### src/rtl/hyper_page_bound_splitter.sv
// Cuts each 1D hyperbus transfer into chunks that never cross a HyperRAM/Flash page
// boundary; register-space and unbounded transfers pass through as a single chunk.
module hyper_page_bound_splitter #(
  parameter int L2_AWIDTH_NOAL = 12,
  parameter int TRANS_SIZE     = 16,
  parameter int ID_WIDTH       = 1
) (
  input  logic                      clk_i,
  input  logic                      rst_i,
  input  logic                      src_valid_i,
  output logic                      src_ready_o,
  input  logic [31:0]               src_hyper_addr_i,
  input  logic [L2_AWIDTH_NOAL-1:0] src_l2_addr_i,
  input  logic [TRANS_SIZE-1:0]     src_size_i,
  input  logic [2:0]                src_page_bound_i,
  input  logic                      src_rw_i,
  input  logic                      src_addr_space_i,
  input  logic [1:0]                src_mem_sel_i,
  input  logic [ID_WIDTH-1:0]       src_trans_id_i,
  output logic                      dst_valid_o,
  input  logic                      dst_ready_i,
  output logic [31:0]               dst_hyper_addr_o,
  output logic [L2_AWIDTH_NOAL-1:0] dst_l2_addr_o,
  output logic [TRANS_SIZE-1:0]     dst_size_o,
  output logic                      dst_rw_o,
  output logic                      dst_addr_space_o,
  output logic [1:0]                dst_mem_sel_o,
  output logic [ID_WIDTH-1:0]       dst_trans_id_o,
  output logic                      dst_last_o
);

  localparam logic ST_IDLE  = 1'b0;
  localparam logic ST_SPLIT = 1'b1;

  logic                      state_q;
  logic [31:0]               addr_q;
  logic [L2_AWIDTH_NOAL-1:0] l2_q;
  logic [TRANS_SIZE-1:0]     rem_q;
  logic [2:0]                bound_q;
  logic                      rw_q;
  logic                      as_q;
  logic [1:0]                mem_q;
  logic [ID_WIDTH-1:0]       id_q;

  logic [10:0]               page;
  logic [10:0]               off;
  logic [10:0]               room;
  logic [TRANS_SIZE-1:0]     room_ext;
  logic [TRANS_SIZE-1:0]     chunk;
  logic                      last;

  // Page is at most 1 KB, so 11 bits hold both the page size and the room left in it.
  always_comb begin
    page     = 11'd128 << bound_q[1:0];
    off      = addr_q[10:0] & (page - 11'd1);
    room     = page - off;
    room_ext = TRANS_SIZE'(room);
    chunk    = ((bound_q[2] | as_q) || (rem_q <= room_ext)) ? rem_q : room_ext;
    last     = (chunk == rem_q);
  end

  always_ff @(posedge clk_i) begin
    if (rst_i) begin
      state_q <= ST_IDLE;
      addr_q  <= '0;
      l2_q    <= '0;
      rem_q   <= '0;
      bound_q <= '0;
      rw_q    <= 1'b0;
      as_q    <= 1'b0;
      mem_q   <= '0;
      id_q    <= '0;
    end else begin
      case (state_q)
        ST_IDLE: begin
          // Zero-size transfers are consumed without producing a chunk.
          if (src_valid_i && (src_size_i != '0)) begin
            state_q <= ST_SPLIT;
            addr_q  <= src_hyper_addr_i;
            l2_q    <= src_l2_addr_i;
            rem_q   <= src_size_i;
            bound_q <= src_page_bound_i;
            rw_q    <= src_rw_i;
            as_q    <= src_addr_space_i;
            mem_q   <= src_mem_sel_i;
            id_q    <= src_trans_id_i;
          end
        end
        default: begin
          if (dst_ready_i) begin
            if (last) begin
              state_q <= ST_IDLE;
            end else begin
              addr_q <= addr_q + 32'(chunk);
              l2_q   <= l2_q + L2_AWIDTH_NOAL'(chunk);
              rem_q  <= rem_q - chunk;
            end
          end
        end
      endcase
    end
  end

  assign src_ready_o      = (state_q == ST_IDLE);
  assign dst_valid_o      = (state_q == ST_SPLIT);
  assign dst_last_o       = (state_q == ST_SPLIT) & last;
  assign dst_hyper_addr_o = addr_q;
  assign dst_l2_addr_o    = l2_q;
  assign dst_size_o       = chunk;
  assign dst_rw_o         = rw_q;
  assign dst_addr_space_o = as_q;
  assign dst_mem_sel_o    = mem_q;
  assign dst_trans_id_o   = id_q;

endmodule

### config.mk
export PLATFORM = sky130hd
export DESIGN_NAME = hyper_page_bound_splitter
export DESIGN_NICKNAME = d
export VERILOG_FILES = /design/src/rtl/hyper_page_bound_splitter.sv
export SDC_FILE = /design/constraint.sdc
export NUM_CORES = 1
export LEC_CHECK = 0
export ABC_AREA = 1
export BUFFER_PORTS_ARGS = -buffer_cell sky130_fd_sc_hd__buf_2
export CORE_MARGIN = 8
export CORE_UTILIZATION = 57
export CTS_BUF_LIST = sky130_fd_sc_hd__clkbuf_2 sky130_fd_sc_hd__clkbuf_4 sky130_fd_sc_hd__clkbuf_8
export DETAILED_ROUTE_END_ITERATION = 10
export GPL_TIMING_DRIVEN = 0
export PLACE_DENSITY = 0.83
export SETUP_SLACK_MARGIN = 0.15
export SLEW_MARGIN = 30
export SYNTH_ARGS = -nofsm -noshare
export SYNTH_HDL_FRONTEND = slang
export SYNTH_SLANG_ARGS = --single-unit
### constraint.sdc
create_clock -name clk_i -period 6 [get_ports clk_i]
set_input_delay 0.6 -clock clk_i [delete_from_list [all_inputs] [get_ports clk_i]]
set_output_delay 0.6 -clock clk_i [all_outputs]
set_load 0.02 [all_outputs]
After elaboration in Yosys (flattened, before gate mapping). Cells that the tools add are included.

Add/sub/neg operators: 5. Multipliers: 0. Div/mod/pow operators: 0. $lt $le $gt $ge: 1. Equality and inequality tests: 3. Shift operators: 1. Mux-type cells: 17. Bitwise logic cells: 4. Reduce and logical (&&, ||, !) cells: 6.

Operators with widths (number): 2-to-1 mux 32 bit (4); 2-to-1 mux 16 bit (5); 2-to-1 mux 12 bit (4); adder 32 x 16 -> 32 bit (1); equality test 16 bit (1); <= comparator 16 x 11 -> 1 bit (1); nonzero test 16 bit (1); subtractor 16 bit (1); adder 12 bit (1); AND 11 bit (1); << shifter 8 x 2 -> 11 bit, first input constant (1); subtractor 11 x 1 -> 11 bit, second input constant (1); subtractor 11 bit (1); 2-to-1 mux 1 bit (4); inequality test 2 bit, second input constant (2); AND reduction 3 bit (1); AND reduction 2 bit (1); nonzero test 2 bit (1); AND 1 bit (1); logical AND 1 bit (1); logical OR 1 bit (1); NOT 1 bit (1); OR 1 bit (1).

Bits in registers: 69. Bits in latches: 0. Memory bits (writable): 0. Memory bits (read-only): 0. Input bits: 72. Output and inout port bits: 68. Logic and storage cells: 46. Memories kept: 0.

Longest topological paths before layout. Gate-level depths: netlist (run 1).

Depth in word-level cells: 11. Gate-level depth with buffers: 35. Gate-level depth less buffers: 34.

Least setup slack after synthesis (run 1). OpenSTA, ideal clock, no wires.

Kind: register -> register. From: register addr_q[1] (netlist: dst_hyper_addr_o[1]). To: register addr_q[30] (netlist: dst_hyper_addr_o[30]). Setup time: 0.070 ns. Arrival: 5.384 ns. Required time: 5.930 ns. Setup slack: 0.546 ns. Stages on the path, launching flop included: 32. Buffers on the path: 1. Period minus slack after synthesis: 5.454 ns. Cells stage by stage: dfxtp_1 -> inv_1 -> ha_1 -> nand2_1 -> nor3_1 -> nand2_1 -> o21ai_0 -> a21o_1 -> xor2_1 -> ha_1 -> nand2_1 -> nor2_1 -> nand4_1 -> nor2_1 -> nor2_4 -> nand2_1 -> clkbuf_1 -> o21ai_0 -> inv_1 -> fa_1 -> nand3b_1 -> nand2_1 -> a21oi_1 -> o21ai_0 -> nand2_1 -> nand2_1 -> nand3_1 -> nand2_1 -> nand3_1 -> nand2_1 -> nand2_1 -> a21oi_1.

Cells in the longest elaborated chain, start to end: 9. Elaborated cells on any way between the ends: 12. Classes of those cells: add/sub (2); order compare (1); eq/ne (2); mux (4); bitwise (1); reduce/logical (2).

Ends and longest elaborated chain: from (decl) (RTL line 36) `logic [31:0] addr_q;`; from (signal assigned) (RTL line 79) `addr_q <= src_hyper_addr_i;`; from (signal assigned) (RTL line 94) `addr_q <= addr_q + 32'(chunk);`; AND 11 bit * (RTL line 55) `off = addr_q[10:0] & (page - 11'd1);`; subtractor 11 bit * (RTL line 56) `room = page - off;`; <= comparator 16 x 11 -> 1 bit (RTL line 58) `chunk = ((bound_q[2] | as_q) || (rem_q <= room_ext)) ? rem_q : room_ext;`; logical OR 1 bit (RTL line 58); 2-to-1 mux 16 bit * (RTL line 58); via dst_size_o[1] (RTL line 24) `output logic [TRANS_SIZE-1:0] dst_size_o,`; adder 32 x 16 -> 32 bit (RTL line 94); 2-to-1 mux 32 bit (RTL line 91) `if (last) begin`; 2-to-1 mux 32 bit (RTL line 90) `if (dst_ready_i) begin`; 2-to-1 mux 32 bit (RTL line 74) `case (state_q)`.

The timed path passes the listed nets; every way through them passes the cells marked *. The select of a mux whose other input is x is not followed. A chain may end at the register's enable or synchronous reset.

Worst setup path after layout (run 1).
From: register addr_q[1] (netlist: dst_hyper_addr_o[1]). To: output port dst_last_o.

Cells in the longest elaborated chain, start to end: 7.

Ends and longest elaborated chain: AND 11 bit * (RTL line 55); subtractor 11 bit * (RTL line 56); <= comparator 16 x 11 -> 1 bit (RTL line 58); logical OR 1 bit (RTL line 58); 2-to-1 mux 16 bit * (RTL line 58); equality test 16 bit * (RTL line 59) `last = (chunk == rem_q);`; AND 1 bit * (RTL line 106) `assign dst_last_o = (state_q == ST_SPLIT) & last;`; to (decl) (RTL line 29) `output logic dst_last_o`.

Mark *: on every way between the ends. The rest lies on a longest branch, timed or not.

==> run metrics, run 1 <==
status completed; compound-gate portion of the synthesized area a little under a fifth; Worst Tran Pin Value about 1 ns; Arrival @ worst endpoint 4.89 ns; setup TNS 0 ns; CTS Buf Count 9; XOR/XNOR Fraction of Synth Area 4.09%; top cells by count, synth nand2_1, nor2_1, o21ai_0; initial drt markers just over 800; Tot GR Track Use between 30% and 40%; max-cap viol count 0; ANT nets after route 0; IO buf count about 140; share of layout cells above drive strength 1 roughly 18%; number of global-route vias before repair 6944; Final HPWL DP 17900 um; met2 WL post-DR between 9000 and 10000 um; top sig layer met4; Clock transition at path regs 0.08 ns; Post-Route WL 23400 um; CP Capture Type output port; Critical Path Source Type register; count leader, synth nand2_1; Area Growth Syn to Fin 18.1%; unrepaired setup endpoints after global routing false; number of flops mapped to enable cells by yosys 0; Pwr Density just under 300 mW/mm^2; post-synthesis sequential area ratio 22.2%; fillers 1026; register bit total from synthesis 69; leakage about 3.7 nW; Core ar. 0.0107 sq mm; Max transition margin 34.4%; area post-placement 0.00708 sq mm; Worst VDD drop 0.191 mV; top cells by area, synth dfxtp_1, nand2_1, ha_1; worst-path fanout max 10; # rows 38; Die Ht 120 um; gpl congestion 0.981; ys async rst share 0%; ANT cells 0; WP data required 5.40 ns; Syn. warnings 0; number of remaining DRC errors 0; clock tree buffer depth 2; Die Wd 120 um; Tot Pwr 2.19 mW; cells after synthesis 1002; first-pass GRT wire length 36200 um; io pins between 100 and 150; adder-cell share of the synthesized area ~11%; CTS H-Tree Depth 3; Final Cell Area approximately 0.0073 sq mm; wl on met1 9780 um; fmax 0.182 GHz; Final min period 5.49 ns; Routed WL per cell 18.0 um; hold_ws between 0.4 and 0.5 ns; period utilization 91.5%; worst setup path class register to output port; dpl cells 1280; synth unique cells 40; DRT Pass-1 Iters 6; initial antenna violation count 0; final worst setup slack 0.508 ns; Mapped Area 0.00621 sq mm; top-area cell type share of the netlist area between 20 and 25%; vias after detailed routing 7580; CTS tree yes; Post-layout nets roughly 1300; Initial Utilization 57.8%; routed wl met3 2610 um; Synth area leader dfxtp_1; average size of a mapped cell 6.20 sq um; dominant synthesized flop cell dfxtp_1; worst hold-check path type input pin to register; skew final 0.0109 ns; Final Hold Violating Endpoints 0; count of final max-slew check failures 0; syn nets 1128; Setup Viol. Count Final 0; Die ar. 0.0145 sq mm; Root Driver clkbuf_8; largest net degree at the start of global routing 12; fraction of the mapped netlist area in simple logic gates about 34%; global route total overflow 0; largest family of logic cells by synthesized area simple AND/OR/NAND/NOR gates; Finished Layout Cells 1296; Avg Vias per Cell 5.85; clock latency on the worst-skew pair 0.37 ns; Place WS -0.224 ns; CTS Sinks 69; mux cell area share after synthesis 0.967%; Final Util 68.3%
[path summary, 6_finish.rpt]
check	start	endpoint	slack, ns	cells past startpoint
worst min register to register	rem_q[15]	rem_q[15]	0.49	2
worst max register to register	dst_hyper_addr_o[0]	dst_hyper_addr_o[30]	0.55	29
worst min-delay path	src_addr_space_i	dst_addr_space_o	0.44	3
worst max-delay path	dst_hyper_addr_o[1]	dst_last_o	0.51	26
[where the power goes]
part / total (mW) / internal (mW) / switching (mW)
Combinational: 1.20 / 0.414 / 0.784
Clock: 0.424 / 0.224 / 0.199
Sequential: 0.567 / 0.507 / 0.0603
Total: 2.19 / 1.14 / 1.04
[worst max-delay path, cell delays in order (launching register included)]
cell and delay, ns:
dfxtp_1 0.35, inv_1 0.14, ha_1 0.21, nand2_1 0.11, nor3_2 0.21, nand2_1 0.13
o21ai_0 0.17, a21o_1 0.14, xor2_1 0.20, ha_1 0.26, nand2_1 0.09, nor2_1 0.05
nand4_1 0.08, nor2_1 0.07, nor2_4 0.18, nand2_2 0.16, buf_2 0.25, o21ai_2 0.32
inv_1 0.09, ha_1 0.36, nand2_1 0.07, inv_1 0.11, nand3_1 0.09, nor2_1 0.23
nand2_2 0.12, nor3_1 0.13, buf_2 0.19
[layout make-up]
type                            count  area (sq um)  share of cell area (%)
Buffer                             35           174                    2.37
Clock buffer                       12           165                    2.25
Clock inverter                      4          45.0                   0.614
Inverter                           88           330                    4.50
Multi-Input combinational cell    810          4370                    59.6
Sequential cell                    69          1380                    18.8
Tap cell                          140           175                    2.39
Timing Repair Buffer              138           691                    9.41
[sequential cells by signal (all words and copies together) (netlist names)]
name / cells
dst_rw_o: 1
dst_l2_addr_o: 12
dst_hyper_addr_o: 32
dst_mem_sel_o: 2
dst_valid_o: 1
dst_addr_space_o: 1
bound_q: 3
rem_q: 16
dst_trans_id_o: 1
[cell families (layout without fill, tap and decap cells)]
family                   after synthesis  in the layout
XOR/XNOR                              29             29
multiplexers                           6              6
AND/OR/NAND/NOR                      495            495
adder cells (fa/ha/maj)               54             54
buffers and inverters                123            277
AO/OA/AOI/OAI                        226            226
flip-flops                            69             69
[routing by layer]
| layer | vias up | global-route usage, % |
|---|---|---|
| li1 | 3656 | - |
| met1 | 3437 | 41.2 |
| met2 | 421 | 48.9 |
| met3 | 66 | 6.53 |
| met4 | 0 | 15.5 |
| met5 | - | 0 |
[timing repair]
item / in CTS / in global routing
setup endpoints to repair: 9 / 36
gates cloned: 0 / 0
buffers inserted: 0 / 0
pin swaps: 0 / 0
resized for setup: 10 / 18
hold buffers: 0 / 0
[layout by cell type, fill, tap and decap left out, types with 51 or more instances in the layout]
master,n
buf_2,145
nor2_1,112
dfxtp_1,69
inv_1,87
ha_1,51
o21ai_0,89
nand2_1,250
a21oi_1,97
nand3_1,63
No activity file was read; power rests on OpenSTA's default activity.
==> run 2, diff against run 1 <==
--- a/config.mk
+++ b/config.mk
@@ -5,11 +5,11 @@
 export SDC_FILE = /design/constraint.sdc
 export NUM_CORES = 1
 export LEC_CHECK = 0
-export ABC_AREA = 1
 export BUFFER_PORTS_ARGS = -buffer_cell sky130_fd_sc_hd__buf_2
 export CORE_MARGIN = 8
-export CORE_UTILIZATION = 57
+export CORE_UTILIZATION = 56
 export CTS_BUF_LIST = sky130_fd_sc_hd__clkbuf_2 sky130_fd_sc_hd__clkbuf_4 sky130_fd_sc_hd__clkbuf_8
+export CTS_CLUSTER_DIAMETER = 150
 export DETAILED_ROUTE_END_ITERATION = 10
 export GPL_TIMING_DRIVEN = 0
 export PLACE_DENSITY = 0.83
==> run 2 against run 1 <==
Net effect: worst hold slack better by 0.015 ns; first-iteration DRC count down 18%; synthesized cell count down 24%; fmax down 4.8%; via count down 13%; worst setup slack worse by 0.27 ns; synthesized area down 8.0%; non-clock buffer count up 21; critical path depth down 1; highest routed layer unchanged; largest power group unchanged.
==> run metrics, run 2 <==
Worst VDD drop 0.200 mV; Post-layout nets 1047; Max transition margin 30.1%; DRT Pass-1 Iters 6; largest family of logic cells by synthesized area compound AO/OA/AOI/OAI gates; dominant synthesized flop cell dfxtp_1; Post-Route WL 21100 um; Die Wd between 100 and 150 um; Setup Viol. Count Final 0; post-synthesis sequential area ratio 24.2%; Switching Share 46.2%; CTS Buf Count 9; fmax approximately 0.17 GHz; Core ar. 0.0101 sq mm; Clk network pwr share 16.6%; clock latency on the worst-skew pair ~0.37 ns; Combinational Power Share 62.0%; Critical Path Source Type register; Final Hold Violating Endpoints 0; top cells by count, synth nor2_1, a21oi_1, dfxtp_1; io pins 140; Avg Vias per Cell 6.24; Pwr Density 376 mW/mm^2; skew final 0.0114 ns; Initial Utilization a little under three fifths; commonest non-fill, non-tap cell in the layout buf_2; Final min period 5.77 ns; count of final max-slew check failures 0; Tot Pwr 2.73 mW; leakage 3.34 nW; CP max stage cell dfxtp_4; Worst Tran Pin Value 1.05 ns; CTS H-Tree Depth 3; number of flip-flops in the largest register 32; CTS Sinks 69; number of global-route vias before repair 6282; Clock transition at path regs ~0.090 ns; commonest non-fill, non-tap cells in the layout buf_2, nor2_1, a21oi_1; syn nets 883; Area Growth Syn to Fin 27.4%; Die ar. 0.0137 sq mm; Die Ht 117 um; max-cap viol count 0; CTS tree yes; cells after synthesis 757; Mapped Area 0.00571 sq mm; IO buf count around 140; initial antenna violation count 0; worst setup path class register to register; Final HPWL DP 15000 um; ANT cells 0; period utilization 96.1%; Arrival @ worst endpoint 6.04 ns; count leader, synth nor2_1; share of layout cells above drive strength 1 26.9%; synth unique cells 63; dpl cells 1031; average size of a mapped cell 7.55 sq um; top cells by area, synth dfxtp_1, ha_1, a21oi_1; Tot GR Track Use roughly 29%; clock tree buffer depth 2; ys async rst share 0%; fillers 812; internal power 1.47 mW; top-area cell type share of the netlist area 24.2%; # rows 37; Syn. warnings 0; Root Driver clkbuf_8; number of flops mapped to enable cells by yosys 0; WP data required ~6.3 ns; gpl congestion 1.00; worst stage delay on the critical path 0.38 ns; vias after detailed routing approximately 6600; CP Capture Type register; first-pass GRT wire length 31300 um; number of remaining DRC errors 0; worst hold-check path type register to register; XOR/XNOR Fraction of Synth Area under 10%; register bit total from synthesis 69; fraction of the mapped netlist area in simple logic gates 23.0%; Routed WL per cell 19.9 um; largest net degree at the start of global routing 14; Finished Layout Cells 1062; compound-gate portion of the synthesized area 25.9%; worst-path fanout max 10; unrepaired setup endpoints after global routing false; sequential power share roughly a fifth; mux cell area share after synthesis 4.27%; Switching Power 1.26 mW; adder-cell share of the synthesized area roughly an eighth; initial drt markers 662; status completed; Synth area leader dfxtp_1; global route total overflow 0; hold_ws 0.457 ns; ANT nets after route 0
## run 2: layer usage
metal	vias to the layer above	part of all wire, %	GRT usage, %
li1	3081	-	-
met5	-	0	0
met4	0	4.4	15.6
met1	3053	39	34.4
met2	402	46	48.1
met3	86	10	7.85
## run 2: critical path, delay by kind of cell (launching register included)
family                   cells  cell delay (ns)
AO/OA/AOI/OAI                9             2.13
AND/OR/NAND/NOR              8             1.74
adder cells (fa/ha/maj)      2             0.60
XOR/XNOR                     1             0.16
flip-flops                   1             0.38
buffers and inverters        5             0.64
## run 2: final timing paths
check / start / endpoint / slack, ns / depth (start not counted)
worst min-delay path: dst_mem_sel_o[1] / dst_mem_sel_o[1] / 0.46 / 2
worst max-delay path: dst_hyper_addr_o[4] / rem_q[15] / 0.23 / 25
worst min register to register: dst_mem_sel_o[1] / dst_mem_sel_o[1] / 0.46 / 2
worst max register to register: dst_hyper_addr_o[4] / rem_q[15] / 0.23 / 25
## run 2: area by class of cell
| type | instances | area [sq um] | share of cell area, % |
|---|---|---|---|
| Buffer | 41 | 208 | 2.85 |
| Clock inverter | 7 | 98.8 | 1.36 |
| Clock buffer | 9 | 124 | 1.70 |
| Multi-Input combinational cell | 612 | 4330 | 59.5 |
| Inverter | 35 | 134 | 1.84 |
| Sequential cell | 69 | 1390 | 19.1 |
| Timing Repair Buffer | 153 | 821 | 11.3 |
| Tap cell | 136 | 170 | 2.34 |
## run 2: timing repair
action / in CTS / in global routing
gates resized for setup: 42 / 54
hold buffers: 0 / 0
buffers inserted: 5 / 9
cloned: 0 / 1
setup endpoints to repair: 61 / 61
pin swaps: 8 / 22
## run 2: kinds of logic (layout without fill, tap and decap cells)
family,Yosys count,after routing
AO/OA/AOI/OAI,226,226
XOR/XNOR,34,34
adder cells (fa/ha/maj),54,54
buffers and inverters,76,245
flip-flops,69,69
multiplexers,24,24
AND/OR/NAND/NOR,274,274
## run 2: metrics by stage
step	util [%]	setup WS (ns)	area, sq um	TNS (ns)
floorplan	-	0.201	5710	0
global placement	65.1	-0.656	6570	-30.05
detailed placement	65.1	-0.711	6570	-33.53
CTS	69.1	0.158	6970	0
global route	72.1	0.0797	7280	0
finish	72.1	0.233	7280	0
## run 2: power groups by stage
stage	sequential, mW	combinational, mW	clock, mW
finish	0.586	1.70	0.453
global route	0.592	1.83	0.467
CTS	0.577	1.50	0.449
detailed placement	0.584	1.40	0
global placement	0.583	1.38	0
floorplan	0.613	1.02	0
